==> config.mk <==
export PLATFORM = sky130hd
export DESIGN_NAME = unsigned_product_accumulator
export DESIGN_NICKNAME = d
export VERILOG_FILES = /design/src/rtl/unsigned_accumulator_pkg.sv /design/src/rtl/unsigned_sat_adder.sv /design/src/rtl/unsigned_product_accumulator.sv
export SDC_FILE = /design/constraint.sdc
export NUM_CORES = 1
export LEC_CHECK = 0
export ABC_CLOCK_PERIOD_IN_PS = 2000
export BUFFER_PORTS_ARGS = -buffer_cell sky130_fd_sc_hd__buf_4
export CAP_MARGIN = 20
export CORE_UTILIZATION = 25
export DETAILED_ROUTE_END_ITERATION = 10
export GPL_TIMING_DRIVEN = 0
export PLACE_DENSITY_LB_ADDON = 0.3
export SYNTH_ARGS = -nofsm -noshare
export SYNTH_HDL_FRONTEND = slang
export SYNTH_HIERARCHICAL = 1
export SYNTH_SLANG_ARGS = --single-unit
==> constraint.sdc <==
create_clock -name Clock_In -period 2 [get_ports Clock_In]
set_input_delay 0.3 -clock Clock_In [delete_from_list [all_inputs] [get_ports Clock_In]]
set_output_delay 0.3 -clock Clock_In [all_outputs]
set_load 0.02 [all_outputs]
==> src/rtl/unsigned_accumulator_pkg.sv <==
// rtl/unsigned_accumulator_pkg.sv - shared state encoding and product width for the product accumulator
package unsigned_accumulator_pkg;

  // Width of the products delivered by the upstream 4x4 multiplier
  localparam int PRODUCT_WIDTH = 8;

  // Job sequencing states
  typedef enum logic [1:0] {
    IDLE  = 2'd0,
    ACCUM = 2'd1,
    DONE  = 2'd2
  } state_e;

  // Count loaded for a job; a zero length field stands for the full 2^cw range
  function automatic logic [32:0] job_count(input logic [31:0] len, input int cw);
    job_count = (len == 32'd0) ? (33'd1 << cw) : {1'b0, len};
  endfunction

endpackage

==> src/rtl/unsigned_sat_adder.sv <==
// rtl/unsigned_sat_adder.sv - accumulator adder with carry detect; clamps when UNSIGNED_ACCUMULATOR_SATURATE_EN is defined
module unsigned_sat_adder
  import unsigned_accumulator_pkg::*;
#(
  parameter int ACC_WIDTH = 10
) (
  input  logic [ACC_WIDTH-1:0]     acc_i,
  input  logic [PRODUCT_WIDTH-1:0] addend_i,
  output logic [ACC_WIDTH-1:0]     sum_o,
  output logic                     carry_o
);

  logic [ACC_WIDTH:0] sum_full_d;

  // One extra bit holds the carry out of the accumulator width
  always_comb begin
    sum_full_d = {1'b0, acc_i} + {{(ACC_WIDTH + 1 - PRODUCT_WIDTH){1'b0}}, addend_i};
    carry_o    = sum_full_d[ACC_WIDTH];
`ifdef UNSIGNED_ACCUMULATOR_SATURATE_EN
    // Once at full scale any nonzero addend carries again, so the sum stays pinned
    sum_o      = carry_o ? {ACC_WIDTH{1'b1}} : sum_full_d[ACC_WIDTH-1:0];
`else
    sum_o      = sum_full_d[ACC_WIDTH-1:0];
`endif
  end

endmodule

==> src/rtl/unsigned_product_accumulator.sv <==
// rtl/unsigned_product_accumulator.sv - sums a counted job of 8-bit products; optional clamp via UNSIGNED_ACCUMULATOR_SATURATE_EN
module unsigned_product_accumulator
  import unsigned_accumulator_pkg::*;
#(
  parameter int ACC_WIDTH   = 10,
  parameter int COUNT_WIDTH = 4
) (
  input  logic                     Clock_In,
  input  logic                     Reset_In,
  input  logic                     Start_In,
  input  logic [COUNT_WIDTH-1:0]   Length_In,
  input  logic                     Product_Valid_In,
  input  logic [PRODUCT_WIDTH-1:0] Product_In,
  output logic                     Product_Ready_Out,
  output logic                     Result_Valid_Out,
  input  logic                     Result_Ready_In,
  output logic [ACC_WIDTH-1:0]     Result_Out,
  output logic                     Overflow_Out,
  output logic                     Busy_Out
);

  state_e                 state_q;
  logic [ACC_WIDTH-1:0]   acc_q;
  logic [ACC_WIDTH-1:0]   result_q;
  logic                   overflow_q;
  logic [COUNT_WIDTH:0]   count_q;
  logic                   ready_q;
  logic                   valid_q;
  logic                   busy_q;

  logic [ACC_WIDTH-1:0]   sum_d;
  logic                   carry_d;
  logic [COUNT_WIDTH:0]   count_load_d;
  logic [32:0]            count_full_d;
  logic                   last_d;

  unsigned_sat_adder #(
    .ACC_WIDTH (ACC_WIDTH)
  ) u_adder (
    .acc_i    (acc_q),
    .addend_i (Product_In),
    .sum_o    (sum_d),
    .carry_o  (carry_d)
  );

  // Job length decode and last-product detect
  always_comb begin
    count_full_d = job_count(32'(Length_In), COUNT_WIDTH);
    count_load_d = count_full_d[COUNT_WIDTH:0];
    last_d       = (count_q == {{COUNT_WIDTH{1'b0}}, 1'b1});
  end

  // Sequencer with registered handshake outputs; result register only loads at job end
  always_ff @(posedge Clock_In) begin
    if (Reset_In) begin
      state_q    <= IDLE;
      acc_q      <= '0;
      result_q   <= '0;
      overflow_q <= 1'b0;
      count_q    <= '0;
      ready_q    <= 1'b0;
      valid_q    <= 1'b0;
      busy_q     <= 1'b0;
    end else begin
      case (state_q)
        IDLE: begin
          if (Start_In) begin
            acc_q      <= '0;
            overflow_q <= 1'b0;
            count_q    <= count_load_d;
            state_q    <= ACCUM;
            ready_q    <= 1'b1;
            busy_q     <= 1'b1;
          end
        end
        ACCUM: begin
          if (Product_Valid_In) begin
            acc_q      <= sum_d;
            overflow_q <= overflow_q | carry_d;
            count_q    <= count_q - 1'b1;
            if (last_d) begin
              result_q <= sum_d;
              state_q  <= DONE;
              ready_q  <= 1'b0;
              valid_q  <= 1'b1;
            end
          end
        end
        DONE: begin
          // Start_In is deliberately not looked at here, even on the handshake cycle
          if (Result_Ready_In) begin
            state_q <= IDLE;
            valid_q <= 1'b0;
            busy_q  <= 1'b0;
          end
        end
        default: begin
          state_q <= IDLE;
          ready_q <= 1'b0;
          valid_q <= 1'b0;
          busy_q  <= 1'b0;
        end
      endcase
    end
  end

  assign Product_Ready_Out = ready_q;
  assign Result_Valid_Out  = valid_q;
  assign Result_Out        = result_q;
  assign Overflow_Out      = overflow_q;
  assign Busy_Out          = busy_q;

endmodule

==> run summary, run 1 <==
The number of slew-limit violations in the final report was 0. The worst-margin pin slew was 0.5418 ns; the count of antenna-violating nets left after detailed routing was 0. Relative to the synthesized area, the layout overhead comes to 30.15%. Average instance area after synthesis: 7.893 sq um. Setup repair after global routing could not meet its margin everywhere. Depth of the most critical reg-to-reg path: 9. The worst register-to-register path has a setup slack of 0.08 ns.

Dividing the detail-routed wire length by the instance count gives 12.36 um. The met3 wire length is 163 um. The cell at the root of the clock tree was sky130_fd_sc_hd__clkbuf_8. Dividing total power by cell area gives a power density of 706.7 nW/um^2. The total global-route track usage was 0.1278; the share of Yosys cell area claimed by the top area cell type was 0.3510. Summed over all nets, the half-perimeter wirelength after detailed placement is 3.346 mm.

After synthesis the cells add up to 1768 sq um. Type of the tightest min-delay check: input port to flop. The total area inside the core boundary comes to 6794 sq um. TritonCTS built the clock tree.

In this run the critical register-to-register path is captured at acc_q[8]$_SDFFE_PP0P_. Number of violations reported at the end of detailed-routing iteration 0: 57. The run gives 0.6388 as the worst slew margin relative to its limit. The uppermost layer routed is met4. Overall power consumption after layout is estimated at 1.626 mW.

After detailed routing, the number of vias per cell comes to 4.610. Capturing instance or port of the critical path: acc_q[8]$_SDFFE_PP0P_. The number of failing hold endpoints at the final stage was 0. Sorting the synthesized cells by area gives the leading types as sky130_fd_sc_hd__dfxtp_1, sky130_fd_sc_hd__a21oi_1, sky130_fd_sc_hd__nand2_1. The floorplan step defined a die boundary enclosing 7412 sq um.

The run finished with clean final reports. The net count of the finished layout is 290. IR analysis of the VDD net gives a maximum drop of 0.3700 mV. The total negative setup slack is 0 ns, and the overall overflow remaining after global route is 0. The final count of negative-setup-slack endpoints was 0. Cell type contributing the most total cell area after synthesis: sky130_fd_sc_hd__dfxtp_1.

The largest single stage delay on the critical path is 0.36 ns. The max-cap violation count was 0; the final wirelength was 4.437 mm. Maximum clock frequency: 520.6 MHz.

For the met1 wire length, the log shows 2.209 mm. The run gives 1491 as the number of global-route vias before repair. The Yosys step of the flow raised 6 warnings. For the finished layout, the period the worst path requires is 1.921 ns. The share of cells above drive strength 1 was 0.2586. Entering global routing, the biggest net connects 11 pins. For the count of boundary I/O pins, the log shows 31.

The ratio of final minimum period to clock period is 0.9604, and the top fanout value on the critical path is 3. The sequential share of the synthesized area is 0.3510. The run gives 0.2602 as the effective utilization at floorplan. Buffers inserted during clock tree synthesis total 5. Clock-pin slew was measured on the worst setup and hold paths at 0.07 ns. In this run the number of H-tree levels came out at 2.

The number of placed instances, taps included, is 350. The combined buffer and inverter count along the critical path is 1, and the synthesized netlist net count is 252. Tracing the worst setup path back leads to its startpoint at acc_q[0]$_SDFFE_PP0P_. The horizontal die dimension is 86.10 um, and the smallest hold slack is 0.3035 ns. The worst setup path is launched from a flop. CTS saw 31 sinks. The die outline height works out to 86.10 um.

Category of the most critical setup path: flop to flop. The number of standard cells in the final layout excluding fillers is 359, and the count of TritonRoute iterations in the first routing pass is 4. The standard-cell row count came out at 30. For the worst setup path, the data required time is 2.21 ns. The clock insertion delay at the later pin of the skew report was 0.28 ns. The tools report the gate count after technology mapping as 224. The worst setup path is captured at a flop.

Maximum root-to-sink buffer count: 2. Leaving out fill and tap cells, the most frequent cells in the layout are sky130_fd_sc_hd__nand2_1, sky130_fd_sc_hd__a21oi_1, sky130_fd_sc_hd__buf_4. The number of unique standard cell types used by synthesis is 41, and the clock skew is 0.006375 ns. The number of antenna violations at the first check in global routing is 0, and the detailed-route DRC error count is 0.

For this design the static power due to leakage is 0.8995 nW. In the detailed route, the total length drawn on met2 is 2.031 mm. Across all layers, the routed design uses 1655 vias. For the final antenna diode count, the log shows 0. The most common cell after layout, fill and taps aside was sky130_fd_sc_hd__nand2_1.

Grouping stages by cell kind, the critical path spends the most delay in compound AO/OA/AOI/OAI gates. The first-pass GRT wire length is 7.383 mm, and the data arrival time at the worst-slack endpoint is 2.13 ns. The tools report the number of hold-repair buffers added at the cts stage as 0. Worst flop-to-flop path startpoint: acc_q[0]$_SDFFE_PP0P_. Counting flops and latches in the post-synthesis netlist gives 31. The critical path goes through ha_4 -> inv_2 -> fa_2 -> nand2b_4 -> a21oi_4 -> nor2_2 -> a311oi_2 -> nand3_1 -> a21oi_1.

The critical path crosses 9 cells after its start point. The cell at the slowest stage of the critical path was sky130_fd_sc_hd__dfxtp_2. The number of input and output port buffers inserted came out at 30.

Placer's final routability congestion estimate: 0.7661.
## report_power, final
group	total (mW)	internal [mW]	switching, mW
registers	0.667	0.646	0.0217
logic	0.324	0.137	0.187
clock network	0.635	0.403	0.232
total	1.63	1.19	0.440
## cell usage after synthesis (all sizes together)
cell type,n
nor2b,2
nand4b,1
xnor2,3
a311oi,1
and4,1
nor3b,3
inv,14
nand2b,6
fa,1
nand4,1
o211ai,1
o32ai,1
xor2,2
nand3,15
a21o,4
a31oi,4
nand2,38
dfxtp,31
a211oi,2
a32oi,1
o2111ai,1
ha,10
o211a,1
or3,1
nor3,4
a221oi,2
clkbuf,3
a21oi,39
buf,8
o21ai,10
and2,3
a211o,1
nor2,9
## worst register-to-register path, stage by stage, from the launching register on
cell and delay, ns:
sky130_fd_sc_hd__dfxtp_2 0.36, sky130_fd_sc_hd__ha_4 0.14, sky130_fd_sc_hd__inv_2 0.03, sky130_fd_sc_hd__fa_2 0.34
sky130_fd_sc_hd__nand2b_4 0.16, sky130_fd_sc_hd__a21oi_4 0.20, sky130_fd_sc_hd__nor2_2 0.07, sky130_fd_sc_hd__a311oi_2 0.31
sky130_fd_sc_hd__nand3_1 0.11, sky130_fd_sc_hd__a21oi_1 0.12
## sequential cells by signal, indices dropped and copies added, names as in the netlist
signal             flops
count_q                5
Product_Ready_Out      1
Result_Out            10
state_q                2
Busy_Out               1
Overflow_Out           1
acc_q                 10
Result_Valid_Out       1
## metal layers
metal	vias to the layer above	global-route usage
li1	858	-
met1	761	0.1768
met2	32	0.1970
met3	4	0.03080
met4	0	0.03636
met5	-	0
## final cells by class
class                           instances  area [sq um]
Fill cell                             742          4493
Clock buffer                            6         82.58
Timing Repair Buffer                   31         232.7
Sequential cell                        31         623.1
Clock inverter                          2         35.03
Inverter                               14         52.55
Multi-Input combinational cell        168          1082
Buffer                                 11         72.57
Tap cell                               96         120.1
## timing repair
item | in CTS | in global routing
setup endpoints to repair | 7 | 6
pin swaps | 2 | 8
gates resized for setup | 9 | 7
setup buffers | 0 | 1
## logic make-up (layout without fill, tap and decap cells)
family          count (synthesis)  after routing  synth area share
compound gates                 68             68            0.2371
simple gates                   84             84            0.2343
buf+inv                        25             64           0.07077
xor+xnor                        5              5           0.02477
fa+ha+maj                      11             11           0.08210
flops                          31             31            0.3510
## per-stage QoR
step           instance area, sq um  utilization  setup slack (ns)
6_report                       2301       0.3387           0.07918
5_1_grt                        2301       0.3387          -0.09246
4_1_cts                        2272       0.3344          0.004183
3_5_place_dp                   2113       0.3111           -0.3066
3_3_place_gp                   2113       0.3111           -0.3045
2_1_floorplan                  1768            -           0.07208
## worst min-delay path by stage
stage / startpoint / slack, ns / endpoint / cells after the start
5_1_grt: Result_Ready_In / 0.31 / state_q[1]$_SDFFE_PP0P_ / 4
2_1_floorplan: acc_q[0]$_SDFFE_PP0P_ / 0.44 / acc_q[0]$_SDFFE_PP0P_ / 2
3_3_place_gp: acc_q[0]$_SDFFE_PP0P_ / 0.45 / acc_q[0]$_SDFFE_PP0P_ / 2
4_1_cts: Result_Ready_In / 0.29 / state_q[1]$_SDFFE_PP0P_ / 4
6_report: Result_Ready_In / 0.30 / state_q[1]$_SDFFE_PP0P_ / 4
3_5_place_dp: Result_Out[3]$_SDFFE_PP0P_ / 0.45 / Result_Out[3]$_SDFFE_PP0P_ / 2
No activity file was read; power rests on OpenSTA's default activity.
==> inputs of run 2 (changes only) <==
SETUP_SLACK_MARGIN = 0.4   (was unset)
==> run 2 against run 1 <==
  * Flip-flop and latch count stayed put
  * Sequential power hardly changed
  * Design area is 5.3% higher
  * Non-clock buffer count is 5 higher
  * Critical path depth is 2 lower
  * Via count is 0.12% higher
  * Fmax is 0.34% higher
  * Largest cell class unchanged
==> run summary, run 2 (synthesis gave the netlist of run 1 again) <==
The run finished with clean final reports. The worst-margin pin slew is 0.5285 ns. For this block, the initial DRC count from the detailed router was 72. In this run the clock root is driven by a sky130_fd_sc_hd__clkbuf_8. The number of slew-limit violations in the final report is 0. For this design the total switching power over the nets is 443.6 uW. The run gives 0 as the number of antenna violations at the first check in global routing. The run gives 0.7453 as the placer's final routability congestion estimate. The clock period could shrink to 1.914 ns. The via total after detailed routing was 1657.

Traced cell by cell, the critical path runs through ha_4 -> a21o_1 -> a21o_1 -> o211a_1 -> a311oi_4 -> nand3_1 -> a21oi_1. The fraction of power consumed by combinational cells was 0.221; the number of failing hold endpoints at the final stage was 0. Type of element launching the critical path: a flop.

The share of total power in the clock network came out at 0.364. The tools report the effective utilization at floorplan as 0.2602. The run gives 31 as the count of boundary I/O pins. TritonCTS built the clock tree.

The worst-case IR drop observed on VDD is 0.1890 mV. The switching part of the total power works out to 0.2754. The tools report the worst slew margin relative to its limit as 0.6477. The run gives 4 as the count of TritonRoute iterations in the first routing pass. The critical path startpoint is acc_q[4]$_SDFFE_PP0P_. The critical path runs through a total of 7 cells. The clock buffer count from CTS is 5. The number of global-route vias before repair is 1500. The post-placement setup slack came out at -0.09540 ns. Leaving out fill and tap cells, the most frequent cells in the layout are sky130_fd_sc_hd__buf_4, sky130_fd_sc_hd__nand2_1, sky130_fd_sc_hd__a21oi_1.

The final antenna diode count came out at 0. The clock net in this run drives a total of 31 sinks. The cell at the slowest stage of the critical path is sky130_fd_sc_hd__dfxtp_2.

Hold timing on the final database bottoms out at a slack of 0.2986 ns. STA puts the critical path data arrival time at 2.13 ns. The final net count was 295; the top fanout value on the critical path was 5.

The run gives 2 as the H-tree depth. The run gives 7412 sq um as the area of the die. STA classifies the critical path endpoint as a flop. The post-layout worst setup margin was 0.08566 ns; the count of antenna-violating nets left after detailed routing was 0. The logs give 0.415 for the part of the power in registers and 11 for the pin count of the biggest net entering global routing.

In the routed design, unresolved DRC markers number 0. For the final database, setup skew stands at 0.007695 ns. Using the TritonRoute via totals, the vias-per-cell ratio works out to 4.565. Share of cells above drive strength 1: 0.3109.

The initialized floorplan defines 30 standard-cell rows. The tools report the leakage component of the power as 0.9349 nW. The tools report the clock insertion delay at the later pin of the skew report as 0.29 ns.

The run gives 2.21 ns as the required time reported for the critical path endpoint. The most common cell after layout, fill and taps aside was sky130_fd_sc_hd__buf_4. The max-cap violation count was 0. Once placement finished, the instance area stood at 2193 sq um.

Dividing the detail-routed wire length by the instance count gives 12.36 um. The tools report the worst reg-to-reg setup slack as 0.09 ns. Clock-pin slew was measured on the worst setup and hold paths at 0.07 ns.

The stage delay of the slowest cell on the critical path was 0.34 ns; the internal power component was 1.167 mW. In this run the worst hold path is classified as input port to flop. The total global-route track usage was 0.1288; the post-route cell area was 2422 sq um. Overall overflow remaining after global route: 0. Setup repair after global routing could not meet its margin everywhere. The tools report the detailed placer's ending HPWL as 3.342 mm. Following the worst setup path forward leads to its endpoint at acc_q[8]$_SDFFE_PP0P_.

The critical path is of the flop to flop type. The critical path contains buffers and inverters numbering 0 combined. The die is 86.10 um wide.

The cell type group with the largest total delay on the critical path was compound AO/OA/AOI/OAI gates. The area growth from synthesis to layout is 37.01%. The number of cells on the worst reg-to-reg path is 7. The ratio of final minimum period to clock period came out at 0.9572. In this run the power density over the cells is 664.9 nW/um^2.

The tools report the standard cell core area as 6794 sq um. The tools report the maximum clock frequency as 522.4 MHz. The tools report the reg-to-reg critical path endpoint as acc_q[8]$_SDFFE_PP0P_.

The die is 86.10 um tall. The maximum root-to-sink buffer count is 2. The first global-routing pass estimated 7.403 mm of wire. Among the stages of the critical path, the cell type that occurs most often is sky130_fd_sc_hd__a21o_1. The tools report the final count of negative-setup-slack endpoints as 0. Wires add up to 4.485 mm.

The worst flop-to-flop path startpoint is acc_q[4]$_SDFFE_PP0P_. Port buffering added 30 buffers.
run 2: changes by cell type in the layout (fill, tap and decap cells not counted), moves of 2 or more:
cell and delta:
sky130_fd_sc_hd__a21oi_1 -3, sky130_fd_sc_hd__a21oi_2 +2, sky130_fd_sc_hd__buf_4 +5, sky130_fd_sc_hd__ha_1 -2
sky130_fd_sc_hd__nand2_1 -2, sky130_fd_sc_hd__nand2_2 +2, sky130_fd_sc_hd__o21ai_1 +2, sky130_fd_sc_hd__xnor2_1 -2
sky130_fd_sc_hd__xnor2_2 +2
run 2: repair_timing:
action	4_1_cts	5_1_grt
setup buffers	1	5
hold endpoints to repair	0	0
endpoints found under the setup margin	13	14
hold buffers	0	0
pin swaps	5	18
resized for setup	8	9
run 2: worst min path at each step:
stage                                    start                          to  slack (ns)  depth (start not counted)
finish                         Result_Ready_In     state_q[1]$_SDFFE_PP0P_        0.30                          4
global route                   Result_Ready_In     state_q[1]$_SDFFE_PP0P_        0.30                          4
CTS                            Result_Ready_In     state_q[1]$_SDFFE_PP0P_        0.29                          4
detailed placement  Result_Out[2]$_SDFFE_PP0P_  Result_Out[2]$_SDFFE_PP0P_        0.45                          2
global placement    Result_Out[1]$_SDFFE_PP0P_  Result_Out[1]$_SDFFE_PP0P_        0.45                          2
floorplan                acc_q[2]$_SDFFE_PP0P_       acc_q[2]$_SDFFE_PP0P_        0.44                          2
run 2: worst register-to-register path, delay by kind of cell (launching register included):
family	cells	cell delay (ns)
AND/OR/NAND/NOR	1	0.11
adder cells (fa/ha/maj)	1	0.27
AO/OA/AOI/OAI	5	1.11
flip-flops	1	0.34
run 2: area by class of cell:
class,count,area (sq um)
clock inverter,1,30.03
sequential,31,624.3
buffer,11,78.83
inverter,14,52.55
multi-input combinational,168,1174
tap,96,120.1
fill,714,4372
timing repair buffer,36,270.3
clock buffer,6,72.57
run 2: layer usage:
layer  part of all wire  GRT usage  up-vias
li1                   -          -      867
met4             0.0094    0.03182        0
met3              0.052    0.04716        6
met2               0.45     0.1898       30
met1               0.49     0.1774      754
met5                  0          0        -
run 2: stage by stage:
step / setup TNS (ns) / util / cells / power, mW
final: 0 / 0.3565 / 363 / 1.611
after global routing: -0.0001710 / 0.3565 / 363 / 1.694
after CTS: 0 / 0.3448 / 358 / 1.615
after detailed placement: -0.09540 / 0.3228 / 350 / 1.013
after global placement: -0.05752 / 0.3228 / 350 / 1.011
after floorplan: 0 / - / 224 / 0.9123
run 2: power by group through the flow:
stage,clock [mW],sequential [mW],combinational [mW]
floorplan,0,0.685,0.227
global route,0.629,0.672,0.393
CTS,0.602,0.668,0.345
global placement,0,0.681,0.330
finish,0.587,0.668,0.356
detailed placement,0,0.681,0.332
==> inputs of run 3 (changes only) <==
REMOVE_ABC_BUFFERS = 1   (was unset)
SETUP_SLACK_MARGIN = 0.3   (was 0.4)
==> run 3 against run 2 <==
  * Combinational power decreased by 1%
  * Die area unchanged
  * Worst setup slack improved by 0.043 ns
  * Largest cell class unchanged
  * Via count is 0.36% higher
  * Cell count fell by 1.4%
  * Hold slack is essentially flat
  * Total power down 6.8%
  * Sequential power barely moved
  * Clock power fell by 18%
  * Fmax up 2.3%
  * Core utilization is 0.74 points lower
  * Flip-flop and latch count unchanged
==> run summary, run 3 (synthesis gave the netlist of run 1 again) <==
The flow ran to the end, and the final reports show no timing, DRC or antenna violations. The logs give 0.2602 for the effective utilization at floorplan and 0 for the number of slew-limit violations in the final report. Placer's final routability congestion estimate: 0.7815. The finished layout holds 358 standard cells, fillers aside.

The type of element launching the critical path is a flop. The clock insertion delay at the later pin of the skew report was 0.28 ns. The wire-length estimate of the detail-placed layout is 2.922 mm. The utilization of the core after routing was 0.3492; the top fanout value on the critical path was 5. Minimum period implied by the final worst setup slack: 1.871 ns. In this run the count of I/O pins placed on the die edge is 31.

CTS placed an instance of sky130_fd_sc_hd__clkbuf_8 at the clock tree root. Setup repair after global routing could not meet its margin everywhere. For this run the aggregate overflow at the end of global routing stands at 0. Clock-pin slew was measured on the worst setup and hold paths at 0.07 ns.

After the first detailed-routing iteration, the DRC count stood at 86. The die covers 7412 sq um. The average wire per standard cell came out at 12.69 um. The via total after detailed routing was 1663. TritonCTS built the clock tree. 0 antenna diodes ended up in the layout. Data on the critical path arrives at its endpoint at 2.08 ns.

The count of nets left with antenna violations once routing finished came out at 0. The ratio of final minimum period to clock period was 0.9357. For the max-cap violation count, the log shows 0.

Entering global routing, the biggest net connects 33 pins. At the pin with the least slew margin, the transition time is 0.4114 ns. The run gives -0.2237 ns as the post-placement setup slack. Summing all non-filler instances in the final layout gives an area of 2372 sq um.

Adding up every negative setup slack in the final design gives 0 ns. For the leakage component of the power, the log shows 0.8926 nW. The share of cells above drive strength 1 is 0.3092, and the H-tree depth is 2. Hold timing on the final database bottoms out at a slack of 0.2987 ns. The first TritonRoute pass finished after 4 iterations. The library cell used most frequently in the layout, excluding fill and tap cells, is sky130_fd_sc_hd__buf_4.

Data on the critical path is required at its endpoint by 2.21 ns. For the number of antenna violations at the first check in global routing, the log shows 0. The run gives 4.542 mm as the final wirelength. Between clock sinks in the finished design, the worst skew comes to 0.006411 ns. The standard-cell row count came out at 30.

After clock tree synthesis, the flow added hold-fix buffers numbering 0. Worst slew margin relative to its limit: 0.7251. The count of buffers added on input and output ports is 30. The run gives 0.1285 ns as the post-layout worst setup margin. The power per standard cell area was 632.7 nW/um^2; the maximum root-to-sink buffer count was 2. The kind of end point of the critical path was a flop. The number of placed instances, taps included, is 339. The via-per-instance ratio was 4.645; the count of clock tree sinks was 31. Instance area at placement: 2041 sq um. Static timing analysis puts the maximum clock frequency at 534.3 MHz.

Buffers inserted during clock tree synthesis total 5. The first global-routing pass estimated 7.403 mm of wire. In this run the vertical extent of the chip is 86.10 um.

The worst register-to-register path has a setup slack of 0.13 ns. From synthesis to final layout, the design area changed by 34.18%. Final count of negative-setup-slack endpoints: 0.

Overall power consumption after layout is estimated at 1.501 mW. The category of the most critical setup path is flop to flop. After detailed routing, the number of remaining DRC violations is 0. The library cells used most frequently in the layout, excluding fill and tap cells, are sky130_fd_sc_hd__buf_4, sky130_fd_sc_hd__nand2_1, sky130_fd_sc_hd__a21oi_1. For this run, the post-layout net count is 289. The standard cell core area was 6794 sq um; the number of global-route vias before repair was 1564.

The type of the tightest min-delay check is input port to flop. The worst-case IR drop observed on VDD is 0.3683 mV. Horizontal die dimension: 86.10 um.

For the number of failing hold endpoints at the final stage, the log shows 0. The run gives 0.1286 as the total global-route track usage.
[run 3: cell types whose count changed in the layout (fill, tap and decap cells not counted), sizes merged]
cell / before / now
clkbuf: 9 / 7
clkinv: 0 / 1
buf: 44 / 41
bufinv: 1 / 0
[run 3: path summary, 6_finish.rpt]
kind	start	endpoint	depth (start not counted)
setup / recovery	acc_q[4]$_SDFFE_PP0P_	Result_Out[8]$_SDFFE_PP0P_	7
hold / removal	Result_Ready_In	state_q[1]$_SDFFE_PP0P_	4
setup reg to reg	acc_q[4]$_SDFFE_PP0P_	Result_Out[8]$_SDFFE_PP0P_	7
hold reg to reg	Result_Out[7]$_SDFFE_PP0P_	Result_Out[7]$_SDFFE_PP0P_	2
[run 3: layout make-up]
cell class	count	area [sq um]
Fill cell	722	4422
Multi-Input combinational cell	168	1184
Sequential cell	31	626.9
Timing Repair Buffer	41	307.8
Tap cell	96	120.1
Clock buffer	7	76.32
Inverter	14	52.55
Clock inverter	1	5.005
[run 3: what timing repair did]
| item | CTS | global route |
|---|---|---|
| pin swaps | 17 | 14 |
| setup buffers | 5 | 6 |
| resized for setup | 23 | 11 |
| setup endpoints to repair | 20 | 15 |
[run 3: power by group]
part / total [mW] / switching, mW / internal [mW]
Combinational: 0.351 / 0.194 / 0.158
Clock: 0.479 / 0.235 / 0.244
Sequential: 0.671 / 0.0259 / 0.645
Total: 1.50 / 0.455 / 1.05
[run 3: routing by layer]
layer  vias up  part of all wire  track usage
met4         0            0.0088      0.04394
li1        856                 -            -
met1       773              0.48       0.1644
met3         4             0.039      0.03369
met2        30              0.47       0.2092
met5         -                 0            0
[run 3: critical path, stage by stage (launching register included)]
cell and delay (ns):
sky130_fd_sc_hd__dfxtp_2 0.34, sky130_fd_sc_hd__ha_4 0.27, sky130_fd_sc_hd__a21o_1 0.20, sky130_fd_sc_hd__a21o_1 0.18, sky130_fd_sc_hd__o211a_1 0.25, sky130_fd_sc_hd__a311oi_2 0.31, sky130_fd_sc_hd__nand2_1 0.12, sky130_fd_sc_hd__a21oi_1 0.13
